<file path="config.mk">
export PLATFORM = sky130hd
export DESIGN_NAME = i2s_rx_sample_ctrl_flat
export DESIGN_NICKNAME = d
export VERILOG_FILES = /design/src/rtl/i2s_rx_pkg.sv /design/src/rtl/i2s_rx_sample_ctrl_if.sv /design/src/rtl/i2s_sample_fifo.sv /design/src/rtl/i2s_rx_sample_ctrl.sv /design/src/flat_wrapper.sv
export SDC_FILE = /design/constraint.sdc
export NUM_CORES = 1
export LEC_CHECK = 0
export BUFFER_PORTS_ARGS = -buffer_cell sky130_fd_sc_hd__buf_2
export CELL_PAD_IN_SITES_DETAIL_PLACEMENT = 1
export CELL_PAD_IN_SITES_GLOBAL_PLACEMENT = 1
export CORE_ASPECT_RATIO = 1.5
export CORE_MARGIN = 1
export CORE_UTILIZATION = 45
export DETAILED_ROUTE_END_ITERATION = 10
export PLACE_DENSITY = 0.78
export SETUP_SLACK_MARGIN = 0.1
export SLEW_MARGIN = 20
export SYNTH_ARGS = -nofsm -noshare
export SYNTH_HDL_FRONTEND = slang
export SYNTH_SLANG_ARGS = --single-unit
</file>
<file path="constraint.sdc">
create_clock -name HCLK -period 6.8 [get_ports HCLK]
set_input_delay 0 -clock HCLK [delete_from_list [all_inputs] [get_ports HCLK]]
set_output_delay 0 -clock HCLK [all_outputs]
set_load 0.01 [all_outputs]
</file>
<file path="src/rtl/i2s_rx_pkg.sv">
// rtl/i2s_rx_pkg.sv - shared FSM encodings, mode codes and frame field positions for the I2S sample controller
package i2s_rx_pkg;

    localparam logic [1:0] ST_IDLE   = 2'd0;
    localparam logic [1:0] ST_SYNC   = 2'd1;
    localparam logic [1:0] ST_RUN    = 2'd2;
    localparam logic [1:0] ST_PUSH_R = 2'd3;

    typedef enum logic [1:0] {
        IDLE   = ST_IDLE,
        SYNC   = ST_SYNC,
        RUN    = ST_RUN,
        PUSH_R = ST_PUSH_R
    } state_e;

    localparam logic [1:0] MODE_LEFT   = 2'b00;
    localparam logic [1:0] MODE_RIGHT  = 2'b01;
    localparam logic [1:0] MODE_STEREO = 2'b10;

    localparam int LEFT_MSB  = 63;
    localparam int LEFT_LSB  = 32;
    localparam int RIGHT_MSB = 31;
    localparam int RIGHT_LSB = 0;
    localparam int SAMPLE_W  = 32;

endpackage

</file>
<file path="src/rtl/i2s_rx_sample_ctrl_if.sv">
// rtl/i2s_rx_sample_ctrl_if.sv - bus-side control and sample-read signals of the I2S sample controller
interface i2s_rx_sample_ctrl_if #(
    parameter int LVL_W = 4
);
    logic             en;
    logic [1:0]       mode;
    logic [LVL_W-1:0] thresh;
    logic             flush;
    logic             clr_ovf;
    logic             pop;
    logic [31:0]      rd_data;
    logic             rd_valid;
    logic [LVL_W-1:0] level;
    logic             overflow;
    logic             irq;

    modport master (
        output en, mode, thresh, flush, clr_ovf, pop,
        input  rd_data, rd_valid, level, overflow, irq
    );

    modport slave (
        input  en, mode, thresh, flush, clr_ovf, pop,
        output rd_data, rd_valid, level, overflow, irq
    );
endinterface

</file>
<file path="src/rtl/i2s_sample_fifo.sv">
// rtl/i2s_sample_fifo.sv - synchronous first-word-fall-through sample FIFO with flush and level output
module i2s_sample_fifo
    import i2s_rx_pkg::*;
#(
    parameter int DEPTH = 8,
    parameter int LVL_W = 4
) (
    input  logic                clk,
    input  logic                rst,
    input  logic                flush,
    input  logic                push,
    input  logic [SAMPLE_W-1:0] push_data,
    input  logic                pop,
    output logic [SAMPLE_W-1:0] rd_data,
    output logic                empty,
    output logic                full,
    output logic [LVL_W-1:0]    level,
    output logic [LVL_W-1:0]    level_next
);
    localparam int AW = LVL_W - 1;

    logic [LVL_W-1:0]    wr_ptr_q, wr_ptr_d;
    logic [LVL_W-1:0]    rd_ptr_q, rd_ptr_d;
    logic [SAMPLE_W-1:0] mem_q [DEPTH];
    logic [SAMPLE_W-1:0] mem_d [DEPTH];
    logic                do_push;
    logic                do_pop;

    // The extra pointer bit tells full from empty, so level is a plain subtraction.
    assign level = wr_ptr_q - rd_ptr_q;
    assign empty = (wr_ptr_q == rd_ptr_q);
    assign full  = (level == LVL_W'(DEPTH));

    assign do_pop  = pop & ~empty & ~flush;
    assign do_push = push & ~flush & (~full | do_pop);

    always_comb begin
        wr_ptr_d = wr_ptr_q + LVL_W'(do_push);
        rd_ptr_d = rd_ptr_q + LVL_W'(do_pop);
        if (flush) begin
            wr_ptr_d = '0;
            rd_ptr_d = '0;
        end
    end

    always_comb begin
        for (int i = 0; i < DEPTH; i++) begin
            mem_d[i] = mem_q[i];
        end
        if (do_push) begin
            mem_d[wr_ptr_q[AW-1:0]] = push_data;
        end
    end

    assign level_next = wr_ptr_d - rd_ptr_d;
    assign rd_data    = empty ? '0 : mem_q[rd_ptr_q[AW-1:0]];

    always_ff @(posedge clk) begin
        if (rst) begin
            wr_ptr_q <= '0;
            rd_ptr_q <= '0;
        end else begin
            wr_ptr_q <= wr_ptr_d;
            rd_ptr_q <= rd_ptr_d;
        end
    end

    always_ff @(posedge clk) begin
        for (int i = 0; i < DEPTH; i++) begin
            mem_q[i] <= mem_d[i];
        end
    end

endmodule

</file>
<file path="src/rtl/i2s_rx_sample_ctrl.sv">
// rtl/i2s_rx_sample_ctrl.sv - I2S receive sequencer: ws frame detect, partial-frame discard, word select, FIFO
// Optional statistics counters (frame_cnt, drop_cnt) under I2S_RX_SAMPLE_CTRL_STATS_EN.
module i2s_rx_sample_ctrl
    import i2s_rx_pkg::*;
#(
    parameter int DEPTH = 8,
    parameter int LVL_W = 4
) (
    input  logic        HCLK,
    input  logic        HRESET,
    input  logic        ws_i,
    input  logic [63:0] rx_data_i,
    i2s_rx_sample_ctrl_if.slave bus
`ifdef I2S_RX_SAMPLE_CTRL_STATS_EN
    ,
    output logic [31:0] frame_cnt,
    output logic [15:0] drop_cnt
`endif
);
    logic                ws_q, ws_d;
    logic [1:0]          state_q, state_d;
    logic [SAMPLE_W-1:0] right_q, right_d;
    logic                overflow_q, overflow_d;
    logic                irq_q, irq_d;

    logic                frame_evt;
    logic                push;
    logic [SAMPLE_W-1:0] push_data;
    logic                drop;
    logic                fifo_empty;
    logic                fifo_full;
    logic [LVL_W-1:0]    level_next;

    assign ws_d      = ws_i;
    assign frame_evt = ws_i & ~ws_q;

    always_comb begin
        state_d   = state_q;
        right_d   = right_q;
        push      = 1'b0;
        push_data = '0;
        if (!bus.en) begin
            state_d = ST_IDLE;
        end else begin
            case (state_q)
                ST_IDLE: state_d = ST_SYNC;
                ST_SYNC: if (frame_evt) state_d = ST_RUN;
                ST_RUN: begin
                    if (frame_evt) begin
                        push = 1'b1;
                        if (bus.mode == MODE_STEREO) begin
                            push_data = rx_data_i[LEFT_MSB:LEFT_LSB];
                            right_d   = rx_data_i[RIGHT_MSB:RIGHT_LSB];
                            state_d   = ST_PUSH_R;
                        end else if (bus.mode == MODE_RIGHT) begin
                            push_data = rx_data_i[RIGHT_MSB:RIGHT_LSB];
                        end else begin
                            push_data = rx_data_i[LEFT_MSB:LEFT_LSB];
                        end
                    end
                end
                ST_PUSH_R: begin
                    push      = 1'b1;
                    push_data = right_q;
                    state_d   = ST_RUN;
                end
                default: state_d = ST_IDLE;
            endcase
        end
    end

    // A full FIFO accepts a push only when the same cycle also pops it.
    assign drop = push & ~bus.flush & fifo_full & ~bus.pop;

    always_comb begin
        overflow_d = overflow_q;
        if (bus.clr_ovf) overflow_d = 1'b0;
        if (drop)        overflow_d = 1'b1;
        irq_d = (bus.thresh != '0) && (level_next >= bus.thresh);
    end

    i2s_sample_fifo #(
        .DEPTH (DEPTH),
        .LVL_W (LVL_W)
    ) u_fifo (
        .clk        (HCLK),
        .rst        (HRESET),
        .flush      (bus.flush),
        .push       (push),
        .push_data  (push_data),
        .pop        (bus.pop),
        .rd_data    (bus.rd_data),
        .empty      (fifo_empty),
        .full       (fifo_full),
        .level      (bus.level),
        .level_next (level_next)
    );

    assign bus.rd_valid = ~fifo_empty;
    assign bus.overflow = overflow_q;
    assign bus.irq      = irq_q;

    always_ff @(posedge HCLK) begin
        if (HRESET) begin
            ws_q       <= 1'b0;
            state_q    <= ST_IDLE;
            right_q    <= '0;
            overflow_q <= 1'b0;
            irq_q      <= 1'b0;
        end else begin
            ws_q       <= ws_d;
            state_q    <= state_d;
            right_q    <= right_d;
            overflow_q <= overflow_d;
            irq_q      <= irq_d;
        end
    end

`ifdef I2S_RX_SAMPLE_CTRL_STATS_EN
    logic [31:0] frame_cnt_q, frame_cnt_d;
    logic [15:0] drop_cnt_q, drop_cnt_d;

    always_comb begin
        frame_cnt_d = frame_cnt_q;
        drop_cnt_d  = drop_cnt_q;
        if (bus.en && (state_q == ST_RUN) && frame_evt) frame_cnt_d = frame_cnt_q + 32'd1;
        if (drop && (drop_cnt_q != 16'hFFFF))           drop_cnt_d  = drop_cnt_q + 16'd1;
        if (bus.flush) begin
            frame_cnt_d = '0;
            drop_cnt_d  = '0;
        end
    end

    always_ff @(posedge HCLK) begin
        if (HRESET) begin
            frame_cnt_q <= '0;
            drop_cnt_q  <= '0;
        end else begin
            frame_cnt_q <= frame_cnt_d;
            drop_cnt_q  <= drop_cnt_d;
        end
    end

    assign frame_cnt = frame_cnt_q;
    assign drop_cnt  = drop_cnt_q;
`endif

endmodule
</file>
<file path="src/flat_wrapper.sv">
// flat-port wrapper written by rule: the top's interface ports become plain ports
module i2s_rx_sample_ctrl_flat import i2s_rx_pkg::*;
#(
    parameter int DEPTH = 8,
    parameter int LVL_W = 4
)
  (HCLK, HRESET, ws_i, rx_data_i, bus_en, bus_mode, bus_thresh, bus_flush, bus_clr_ovf, bus_pop, bus_rd_data, bus_rd_valid, bus_level, bus_overflow, bus_irq);
  i2s_rx_sample_ctrl_if #(.LVL_W(LVL_W)) bus_i ();
  input  logic HCLK;
  input  logic HRESET;
  input  logic ws_i;
  input  logic [63:0] rx_data_i;
  input wire logic [$bits(bus_i.en)-1:0] bus_en;
  input wire logic [$bits(bus_i.mode)-1:0] bus_mode;
  input wire logic [$bits(bus_i.thresh)-1:0] bus_thresh;
  input wire logic [$bits(bus_i.flush)-1:0] bus_flush;
  input wire logic [$bits(bus_i.clr_ovf)-1:0] bus_clr_ovf;
  input wire logic [$bits(bus_i.pop)-1:0] bus_pop;
  output wire logic [$bits(bus_i.rd_data)-1:0] bus_rd_data;
  output wire logic [$bits(bus_i.rd_valid)-1:0] bus_rd_valid;
  output wire logic [$bits(bus_i.level)-1:0] bus_level;
  output wire logic [$bits(bus_i.overflow)-1:0] bus_overflow;
  output wire logic [$bits(bus_i.irq)-1:0] bus_irq;
  assign bus_i.en = bus_en;
  assign bus_i.mode = bus_mode;
  assign bus_i.thresh = bus_thresh;
  assign bus_i.flush = bus_flush;
  assign bus_i.clr_ovf = bus_clr_ovf;
  assign bus_i.pop = bus_pop;
  assign bus_rd_data = bus_i.rd_data;
  assign bus_rd_valid = bus_i.rd_valid;
  assign bus_level = bus_i.level;
  assign bus_overflow = bus_i.overflow;
  assign bus_irq = bus_i.irq;
  i2s_rx_sample_ctrl #(.DEPTH(DEPTH), .LVL_W(LVL_W)) u_core (.HCLK(HCLK), .HRESET(HRESET), .ws_i(ws_i), .rx_data_i(rx_data_i), .bus(bus_i));
endmodule
</file>
==> results by group <==
Timing
  – Fin crit period: 5.50 ns
  – Fin. Hold Viols: 0
  – Number of setup violations in the final report: 0
  – TNS Setup: 0 ns
  – Worst rel slew slack: 30.7%
  – Worst Skew: 0.0227 ns
  – Worst slew pin tran: 1.04 ns
  – Final count of pins violating max slew: 0
  – Max frequency: 182 MHz
  – RSZ-0062 raised after global routing: no
  – Ratio of final minimum period to clock period: 80.8%

Pwr
  – Leak: 5.01 nW
  – Pwr Total: 3.62 mW
  – PwrDens: 245 nW/µm²
  – Worst ir drop on vdd: 0.000202 V

Clock tree
  – Num CTS Buffers: 28
  – CTS tree: done
  – CTS clk-pin slew, worst paths: 0.06 ns
  – H-tree depth: 1
  – Post-CTS sizing: 0
  – Post-CTS setup buffers: 0
  – CTS max path bufs: 3
  – Clk_lat worst skew: 0.57 ns
  – Cts hold-fix bufs: 42
  – Clock Sinks: 301
  – Root buffer cell: clkbuf_16

Placed design
  – GP Congestion: 0.763
  – Placed cells: 1299
  – Post-DP HPWL: 19600 µm
  – I/O Buffers: 115
  – DP Area: 13500 µm²

Setup path
  – Crit path top cell by count: ha_1
  – Type of destination of the critical path: flip-flop
  – Kind of critical path: reg2reg
  – Critical Path AT: 5.94 ns
  – Crit-path max cell delay: 0.73 ns
  – Worst path buffer plus inverter count: 2
  – Worst path required time: 7.24 ns
  – Crit-path leading delay family: adder cells
  – Crit path max fanout: 33
  – Startpoint types: flip-flop
  – CP max stage cell: a2111oi_4
  – CP Cell Sequence: inv_2 > ha_1 > xnor2_1 > or3_4 > a2111oi_4 > nor2_1 > ha_1 > ha_1 > nor2b_1 > fa_1 > ha_1 > a21o_1 > a21o_1 > a21oi_1 > nor3_1 > dlygate4sd3_1

Final layout
  – Design area: 14800 µm²
  – Layout area overhead: 18.4%
  – # nets final: 1122
  – Filler cells: 2662
  – FF/Latch Area: 8590 µm²
  – Layout Cells excl Fill: 1393
  – Diodes inserted: 0
  – Share of layout cells above drive strength 1: 24.7%
  – Multi-input gate area: 3700 µm²
  – Final design utilization: 54.2%

Logic synthesis
  – Register area share after synthesis: 68.6%
  – Ys flop type: edfxtp_1
  – Post-synthesis async set-or-reset flop share: 0%
  – Syn Inst Count: 878
  – Netlist cell types: 36
  – Synth Register Bits: 301
  – Post-Syn Area: 12500 µm²
  – Post-synth EDFFs: 256
  – Syn Nets: 971
  – Post-synth top area share: 61.4%
  – Syn. warnings: 0
  – Most frequent cell after synthesis: edfxtp_1
  – Synth area leaders: edfxtp_1 (61%), mux4_2 (12%), dfxtp_1 (7.2%)
  – Synth top cells by count: edfxtp_1 (256), nand2_1 (198), a21oi_1 (132)
  – Cell taking the most area after synthesis: edfxtp_1
  – Mean area per synthesized cell: 14.3 µm²

Routing
  – Final WL: 33300 µm
  – Average wire per standard cell: 23.9 µm
  – Routed Antenna Nets: 0
  – Residual DRC: 10
  – DRT Pass-1 Iters: 8
  – Vias: 7903
  – Detailed router's first-iteration violation count: 554
  – Vias per std cell: 5.67

Floorplanning
  – Starting Density: 45.8%
  – Core outline area: 27300 µm²
  – Die area: 28500 µm²
  – Die Span X: 138 µm
  – I/O pins: 116
  – Die Y: 206 µm
  – # rows: 74

Hold path
  – Min-Delay Path Class: in2reg

GRT
  – GRT Total Usage: 24.1%
  – Vias in the first global route: 8833
  – Antenna violations before repair: 0
  – Largest net degree at the start of global routing: 65
  – GR Overflow Total: 0
  – First-pass GRT wire length: 50600 µm

Outcome
  – Failing checks: DRC
  – Outcome: finished with violations

Job
  – Total of max-cap violations: 0
[placed cells by master, fill, tap and decap left out, types with 2 or more instances in the layout]
cell and count:
a21o_1 4, clkinv_4 2, clkinvlp_4 3, a21oi_1 132, clkinv_2 5, dlygate4sd3_1 42
dfxtp_1 43, nor4_1 2, edfxtp_1 256, nand2b_1 7, nand2_1 198, buf_2 115
inv_1 8, nor2b_1 7, buf_4 18, clkbuf_16 28, nor4_2 6, bufinv_16 3
xnor2_1 3, clkinv_1 4, clkbuf_1 5, nor3_1 4, inv_2 3, nor2_1 42
fa_1 2, nor3b_1 2, ha_1 14, xor2_1 6, nand3_1 3, mux4_2 64
[stage by stage]
stage               setup slack, ns  hold slack [ns]
finish                         1.30           0.0662
global route                   1.03            0.103
CTS                            1.33           0.0563
detailed placement             1.89            0.239
global placement               2.02            0.241
floorplan                      1.05            0.128
[where the power goes]
part	leakage [nW]	internal (mW)	switching, mW
clock	0.439	0.877	0.688
sequential	2.58	1.97	0.00109
combinational	1.99	0.0404	0.0417
[layout make-up]
cell class                 count  area share (%)
timing repair buffer         175            7.64
multi-input combinational    511            25.0
inverter                      12           0.321
sequential                   301            58.0
clock inverter                19            1.32
clock buffer                  33            4.86
tap                          342            2.89
[routing by layer]
metal	GRT usage, %	vias up	share of wire [%]
met4	11.4	0	3.6
met3	2.66	72	4.8
met2	44.7	270	53
met1	28.0	4014	39
met5	0	-	0
li1	-	3547	-
[flip-flops by register name, summed over array words and instances, names as in the netlist]
signal                  cells
u_core.bus.overflow         1
u_core.bus.irq              1
u_core.state_q              2
u_core.u_fifo.rd_ptr_q      4
u_core.right_q             32
u_core.u_fifo.wr_ptr_q      4
u_core.ws_q                 1
u_core.u_fifo.mem_q       256
[cells by family (layout without fill, tap and decap cells)]
group | Yosys count | in the layout | share of synthesized area (%)
muxes | 64 | 64 | 11.5
xor gates and xnor gates | 9 | 9 | 0.630
adders and majority gates | 16 | 16 | 1.72
AOI/OAI and AO/OA | 140 | 140 | 5.89
DFF | 301 | 301 | 68.6
buffers and inverters | 66 | 239 | 2.30
and+or+nand+nor | 282 | 282 | 9.30
[worst reg2reg max path, stage by stage (launching register included)]
cell and delay (ns):
dfxtp_1 0.32, inv_2 0.62, ha_1 0.42, xnor2_1 0.17, or3_4 0.37, a2111oi_4 0.73
nor2_1 0.11, ha_1 0.24, ha_1 0.27, nor2b_1 0.26, fa_1 0.47, ha_1 0.28
a21o_1 0.15, a21o_1 0.16, a21oi_1 0.13, nor3_1 0.06, dlygate4sd3_1 0.61
[worst paths after layout]
kind / cells after the start / to / startpoint / slack (ns)
setup / recovery: 16 / u_core.bus.irq$_SDFF_PP0_ / u_core.u_fifo.rd_ptr_q[2]$_SDFF_PP0_ / 1.30
hold / removal: 6 / u_core.right_q[7]$_SDFFE_PP0P_ / bus_mode[0] / 0.07
setup reg to reg: 16 / u_core.bus.irq$_SDFF_PP0_ / u_core.u_fifo.rd_ptr_q[2]$_SDFF_PP0_ / 1.30
hold reg to reg: 2 / u_core.right_q[13]$_SDFFE_PP0P_ / u_core.right_q[13]$_SDFFE_PP0P_ / 0.46
(Power assumes the default switching activity.)
